==> src/rtl/suma_serie_nib_pkg.sv <==
// Shared constants for the nibble-serial adder: FSM encoding and nibble width.
package suma_serie_nib_pkg;

  localparam int unsigned NIB_W = 4;

  typedef enum logic [1:0] {
    ST_IDLE = 2'b00,
    ST_RUN  = 2'b01,
    ST_DONE = 2'b10
  } state_t;

endpackage

==> src/rtl/suma_serie_nib_if.sv <==
// Operand/handshake/result bundle between the datapath and the serial adder.
interface suma_serie_nib_if #(
  parameter int unsigned NIB = 4
);
  import suma_serie_nib_pkg::*;

  localparam int unsigned W = NIB_W * NIB;

  logic         start;
  logic [W-1:0] a;
  logic [W-1:0] b;
  logic         cin;
  logic         busy;
  logic         done;
  logic [W-1:0] sum;
  logic         cout;
  logic         ovf;

  modport master (
    output start, a, b, cin,
    input  busy, done, sum, cout, ovf
  );

  modport slave (
    input  start, a, b, cin,
    output busy, done, sum, cout, ovf
  );

endinterface

==> src/rtl/suma_serie_nib_sum4.sv <==
// Existing 4-bit ripple-carry adder stage reused by the serial sequencer.
module sum4 (
  output logic [3:0] o_sum,
  output logic       o_carry,
  input  logic [3:0] i_a,
  input  logic [3:0] i_b,
  input  logic       i_cin
);

  always_comb begin
    logic c;
    c     = i_cin;
    o_sum = '0;
    for (int unsigned i = 0; i < 4; i++) begin
      o_sum[i] = i_a[i] ^ i_b[i] ^ c;
      c        = (i_a[i] & i_b[i]) | (c & (i_a[i] ^ i_b[i]));
    end
    o_carry = c;
  end

endmodule

==> src/rtl/suma_serie_nib.sv <==
// Multi-nibble adder: feeds sum4 one nibble per clock, LSB first, with a
// registered carry chain and a start/busy/done handshake.
module suma_serie_nib
  import suma_serie_nib_pkg::*;
#(
  parameter int unsigned NIB = 4
) (
  input  logic             clk,
  input  logic             reset,
  suma_serie_nib_if.slave  bus
);

  localparam int unsigned W  = NIB_W * NIB;
  localparam int unsigned CW = $clog2(NIB);

  state_t          r_state;
  logic [W-1:0]    r_a;
  logic [W-1:0]    r_b;
  logic [W-1:0]    r_psum;
  logic            r_carry;
  logic [CW-1:0]   r_cnt;
  logic            r_sign_a;
  logic            r_sign_b;
  logic            r_busy;
  logic            r_done;
  logic [W-1:0]    r_sum;
  logic            r_cout;
  logic            r_ovf;

  logic [NIB_W-1:0] w_nsum;
  logic             w_ncarry;
  logic [W-1:0]     w_psum_next;

  sum4 u_sum4 (w_nsum, w_ncarry, r_a[NIB_W-1:0], r_b[NIB_W-1:0], r_carry);

  // New nibble enters at the top so after NIB shifts it lands in place.
  assign w_psum_next = {w_nsum, r_psum[W-1:NIB_W]};

  always_ff @(posedge clk) begin
    if (reset) begin
      r_state  <= ST_IDLE;
      r_a      <= '0;
      r_b      <= '0;
      r_psum   <= '0;
      r_carry  <= 1'b0;
      r_cnt    <= '0;
      r_sign_a <= 1'b0;
      r_sign_b <= 1'b0;
      r_busy   <= 1'b0;
      r_done   <= 1'b0;
      r_sum    <= '0;
      r_cout   <= 1'b0;
      r_ovf    <= 1'b0;
    end else begin
      unique case (r_state)
        ST_IDLE: begin
          r_done <= 1'b0;
          if (bus.start) begin
            r_a      <= bus.a;
            r_b      <= bus.b;
            r_carry  <= bus.cin;
            r_sign_a <= bus.a[W-1];
            r_sign_b <= bus.b[W-1];
            r_psum   <= '0;
            r_cnt    <= '0;
            r_busy   <= 1'b1;
            r_state  <= ST_RUN;
          end
        end
        ST_RUN: begin
          r_a     <= {{NIB_W{1'b0}}, r_a[W-1:NIB_W]};
          r_b     <= {{NIB_W{1'b0}}, r_b[W-1:NIB_W]};
          r_carry <= w_ncarry;
          r_psum  <= w_psum_next;
          r_cnt   <= r_cnt + CW'(1);
          if (r_cnt == CW'(NIB - 1)) begin
            r_sum   <= w_psum_next;
            r_cout  <= w_ncarry;
            r_ovf   <= (r_sign_a == r_sign_b) && (w_psum_next[W-1] != r_sign_a);
            r_busy  <= 1'b0;
            r_done  <= 1'b1;
            r_state <= ST_DONE;
          end
        end
        ST_DONE: begin
          r_done  <= 1'b0;
          r_state <= ST_IDLE;
        end
        default: begin
          r_busy  <= 1'b0;
          r_done  <= 1'b0;
          r_state <= ST_IDLE;
        end
      endcase
    end
  end

  assign bus.busy = r_busy;
  assign bus.done = r_done;
  assign bus.sum  = r_sum;
  assign bus.cout = r_cout;
  assign bus.ovf  = r_ovf;

endmodule

==> src/flat_wrapper.sv <==
// flat-port wrapper written by rule: the top's interface ports become plain ports
module suma_serie_nib_flat import suma_serie_nib_pkg::*;
#(
  parameter int unsigned NIB = 4
)
  (clk, reset, bus_start, bus_a, bus_b, bus_cin, bus_busy, bus_done, bus_sum, bus_cout, bus_ovf);
  suma_serie_nib_if #(.NIB(NIB)) bus_i ();
  input  logic clk;
  input  logic reset;
  input wire logic [$bits(bus_i.start)-1:0] bus_start;
  input wire logic [$bits(bus_i.a)-1:0] bus_a;
  input wire logic [$bits(bus_i.b)-1:0] bus_b;
  input wire logic [$bits(bus_i.cin)-1:0] bus_cin;
  output wire logic [$bits(bus_i.busy)-1:0] bus_busy;
  output wire logic [$bits(bus_i.done)-1:0] bus_done;
  output wire logic [$bits(bus_i.sum)-1:0] bus_sum;
  output wire logic [$bits(bus_i.cout)-1:0] bus_cout;
  output wire logic [$bits(bus_i.ovf)-1:0] bus_ovf;
  assign bus_i.start = bus_start;
  assign bus_i.a = bus_a;
  assign bus_i.b = bus_b;
  assign bus_i.cin = bus_cin;
  assign bus_busy = bus_i.busy;
  assign bus_done = bus_i.done;
  assign bus_sum = bus_i.sum;
  assign bus_cout = bus_i.cout;
  assign bus_ovf = bus_i.ovf;
  suma_serie_nib #(.NIB(NIB)) u_core (.clk(clk), .reset(reset), .bus(bus_i));
endmodule
==> config.mk <==
export PLATFORM = sky130hd
export DESIGN_NAME = suma_serie_nib_flat
export DESIGN_NICKNAME = d
export VERILOG_FILES = /design/src/rtl/suma_serie_nib_pkg.sv /design/src/rtl/suma_serie_nib_if.sv /design/src/rtl/suma_serie_nib_sum4.sv /design/src/rtl/suma_serie_nib.sv /design/src/flat_wrapper.sv
export SDC_FILE = /design/constraint.sdc
export NUM_CORES = 1
export LEC_CHECK = 0
export ABC_AREA = 1
export BUFFER_PORTS_ARGS = -buffer_cell sky130_fd_sc_hd__clkbuf_2
export CAP_MARGIN = 20
export CORE_UTILIZATION = 50
export CTS_BUF_LIST = sky130_fd_sc_hd__clkbuf_8 sky130_fd_sc_hd__clkbuf_16
export DETAILED_ROUTE_END_ITERATION = 6
export GPL_TIMING_DRIVEN = 0
export PLACE_DENSITY = 0.83
export SETUP_SLACK_MARGIN = 0.02
export SLEW_MARGIN = 15
export SYNTH_ARGS = -nofsm -noshare
export SYNTH_HDL_FRONTEND = slang
export SYNTH_SLANG_ARGS = --single-unit
==> constraint.sdc <==
create_clock -name clk -period 2.05 [get_ports clk]
set_clock_uncertainty 0.1 [all_clocks]
set_input_delay 0.41 -clock clk [delete_from_list [all_inputs] [get_ports clk]]
set_output_delay 0.41 -clock clk [all_outputs]
set_load 0.02 [all_outputs]
==> metrics.md <==
| Metric | Value |
|---|---|
| Synth Flop Type | `dfxtp_1` |
| Detail Placement HPWL | `between 5000 and 6000 um` |
| DIE WIDTH | `a little over 80 um` |
| Clk buf depth | `2` |
| Initial DRC count | `140` |
| Clk network pwr share | `37.5%` |
| Critical path required time | `2.19 ns` |
| Finished Cell Area | `3850 um2` |
| Hold Worst Slack | `around 0.18 ns` |
| Starting density of the core | `51.4%` |
| Crit-path cells | `inv_2, fa_1, inv_1, fa_2, fa_2, fa_1, inv_2, nand3_1, nand3_1, nand2_1, inv_1` |
| Post-synth EDFFs | `0` |
| Area grow syn2layout | `18.4%` |
| Filler Cell Count | `610` |
| Synth Area in Compound Gates | `4.66%` |
| Peak VDD IR | `between 0.5 and 0.6 mV` |
| Worst hold path type | `in -> reg` |
| Buf/Inv on CP | `4` |
| Arrival @ worst endpoint | `2.45 ns` |
| Routed wire length | `7150 um` |
| DR DRC count | `0` |
| Top post-synthesis cells by area | `dfxtp_1, nand2_1, nor2_1` |
| Top cell family by delay on the critical path | `adder cells` |
| Final net count | `597` |
| Max-cap violations | `0` |
| Net Sw Power | `0.797 mW` |
| Xor-xnor portion of the synthesized cell area | `0%` |
| Period utilization | `113%` |
| Status | `finished, violations left` |
| Post-synthesis mux area share | `0%` |
| Clock sinks | `71` |
| Slew margin rel. | `64.7%` |
| #FFs+latches synth | `between 70 and 80` |
| Gr usage total | `23.4%` |
| Fmax | `432 MHz` |
| Int Power | `2.29 mW` |
| Core area | `6310 um2` |
| Placed cell area | `3620 um2` |
| DR vias | `3022` |
| Cell Rows | `29` |
| Yosys warning count | `0` |
| Hold Buf Count CTS | `0` |
| Syn_area_per_cell | `6.66 um2` |
| Port Buf Inserts | `between 50 and 60` |
| Vias per inst | `roughly 4.8` |
| TritonRoute pass-1 iters | `4` |
| Violated checks | `setup timing` |
| Routability cong. | `about 0.79` |
| Power Density | `803 nW/um2` |
| Final Setup Violations | `5` |
| Clock buffer count from CTS | `9` |
| Synth Net Count | `approximately 530` |
| Reg clk slew, reported paths | `0.07 ns` |
| Post-Synthesis Cell Area | `around 3200 um2` |
| RSZ-0062 raised after global routing | `yes` |
| Synth cell count leaders | `nand2_1, nor2_1, dfxtp_1, inv_1, nand3_1` |
| Switching Share | `25.8%` |
| Combinational family with the most area after synthesis | `simple AND/OR/NAND/NOR gates` |
| Count leader, synth | `nand2_1` |
| Io pins | `56` |
| Synth Area in Simple Gates | `37.2%` |
| Hold Fails Final Rpt | `0` |
| Slew @ Worst Pin | `0.530 ns` |
| Slowest stage cell, crit path | `fa_1` |
| Setup ws final | `-0.262 ns` |
| CTS tree | `built` |
| Ant diodes | `0` |
| Critical Path Max Stage Delay | `~0.53 ns` |
| Vias in the first global route | `about 2700` |
| Remaining antenna violation count | `0` |
| Sequential cell area fraction in the yosys report | `43.8%` |
| WL per Instance | `11.2 um` |
| Non-Filler Instances | `636` |
| Leading area contributor after synthesis | `dfxtp_1` |
| Crit path kind | `reg -> reg` |
| Critical Path End Type | `flip-flop` |
| Initial antenna violation count | `0` |
| Final Max Slew Viols | `0` |
| Combinational Power Share | `14.0%` |
| First-pass GRT wire length | `11800 um` |
| Post-synth ARST share | `0%` |
| Largest net degree at the start of global routing | `12` |
| H-tree lvl count | `3` |
| Root buffer cell | `clkbuf_8` |
| Distinct cells, synth | `19` |
| Adder-Cell Fraction of Synth Area | `2.85%` |
| Total Neg Setup Slack | `-0.857 ns` |
| Lkg Pwr | `2.00 nW` |
| Register share of total power | `48.5%` |
| Synth top area share | `43.8%` |
| GR Overflow Total | `0` |
| Clock latency on the worst-skew pair | `0.35 ns` |
| Die height | `82.6 um` |
| Final Critical Period | `2.31 ns` |
| Worst-path maximum fanout | `2` |
| Cells after Synth | `a little under 500` |
| DIE AREA | `6820 um2` |
| Setup crit start kind | `flip-flop` |
| Fraction of layout cells with a size suffix above 1 | `18.8%` |
| DP Cell Count | `619` |
[worst reg2reg max path, delay by kind of cell (launching register included)]
kind	cells	cell delay [ns]
buffers and inverters	4	0.20
DFF	1	0.32
and+or+nand+nor	3	0.22
adders and majority gates	4	1.37
[cell families (layout without fill, tap and decap cells)]
group	after synthesis	count (layout)
simple gates	305	305
buf+inv	79	150
flops	71	71
compound gates	28	28
fa+ha+maj	5	5
[final cells by class]
type | instances | area [um2] | share of cell area, %
flip-flops and latches | 71 | 1420 | 37.0
repair buffers | 57 | 293 | 7.61
inverters | 52 | 195 | 5.07
well taps | 77 | 96.3 | 2.50
clock inverters | 5 | 75.1 | 1.95
multi-input cells | 338 | 1460 | 38.0
plain buffers | 27 | 180 | 4.68
clock buffers | 9 | 124 | 3.22
[flip-flops by register name, summed over array words and instances (netlist names)]
signal           count
u_core.r_state       2
u_core.bus.sum      16
u_core.r_carry       1
u_core.bus.busy      1
u_core.r_cnt         2
u_core.r_sign_b      1
u_core.bus.done      1
u_core.r_psum       12
u_core.r_sign_a      1
u_core.r_b          16
u_core.r_a          16
u_core.bus.cout      1
u_core.bus.ovf       1
[path summary, 6_finish.rpt]
path	start	to	slack, ns	cells after the start
setup / recovery	u_core.r_b[0]	u_core.bus.ovf	-0.26	11
hold / removal	reset	u_core.r_psum[6]	0.18	2
setup reg to reg	u_core.r_b[0]	u_core.bus.ovf	-0.26	11
hold reg to reg	u_core.r_a[13]	u_core.r_a[13]	0.36	2
[repair_timing]
item / CTS / global route
gates resized for setup: 2 / 2
setup endpoints to repair: 5 / 5
pin swaps: 1 / 0
hold endpoints to repair: 0 / 0
setup buffers: 1 / 2
[per-layer routing]
layer  track usage (%)  vias to the layer above  share of wire (%)
met5                 0                        -                  0
met4              10.2                        0                1.4
met3              3.74                        9                5.1
met2              41.0                       85                 47
met1              28.2                     1317                 46
li1                  -                     1611                  -
[power by group through the flow]
stage                     registers [mW]  clock network (mW)  logic, mW
after floorplan                     1.52                   0      0.299
after global placement              1.53                   0      0.407
after detailed placement            1.53                   0      0.416
after CTS                           1.50                1.18      0.423
after global routing                1.51                1.24      0.499
final                               1.50                1.16      0.432
[stage by stage]
stage                     util (%)  setup WS, ns  total power [mW]
after floorplan                  -        -0.117              1.82
after global placement        57.3        -0.184              1.93
after detailed placement      57.3        -0.248              1.95
after CTS                     60.6        -0.260              3.10
after global routing          60.9        -0.311              3.24
final                         60.9        -0.262              3.09
[layout by cell type (no fill, tap or decap)]
master / n
buf_2: 12
ha_1: 1
clkbuf_2: 54
nand4_1: 1
buf_4: 4
fa_2: 2
inv_1: 47
nor2_2: 1
o21ai_4: 1
o21ai_0: 3
o21ai_2: 1
clkbuf_1: 6
nor2_1: 88
fa_1: 2
nor2_4: 1
nand2_1: 175
inv_2: 5
bufinv_16: 2
dfxtp_2: 1
a21oi_1: 23
buf_6: 8
clkbuf_8: 9
dfxtp_1: 70
clkinv_2: 3
nand2_2: 1
nand3_1: 38
No activity file was read; power rests on OpenSTA's default activity.
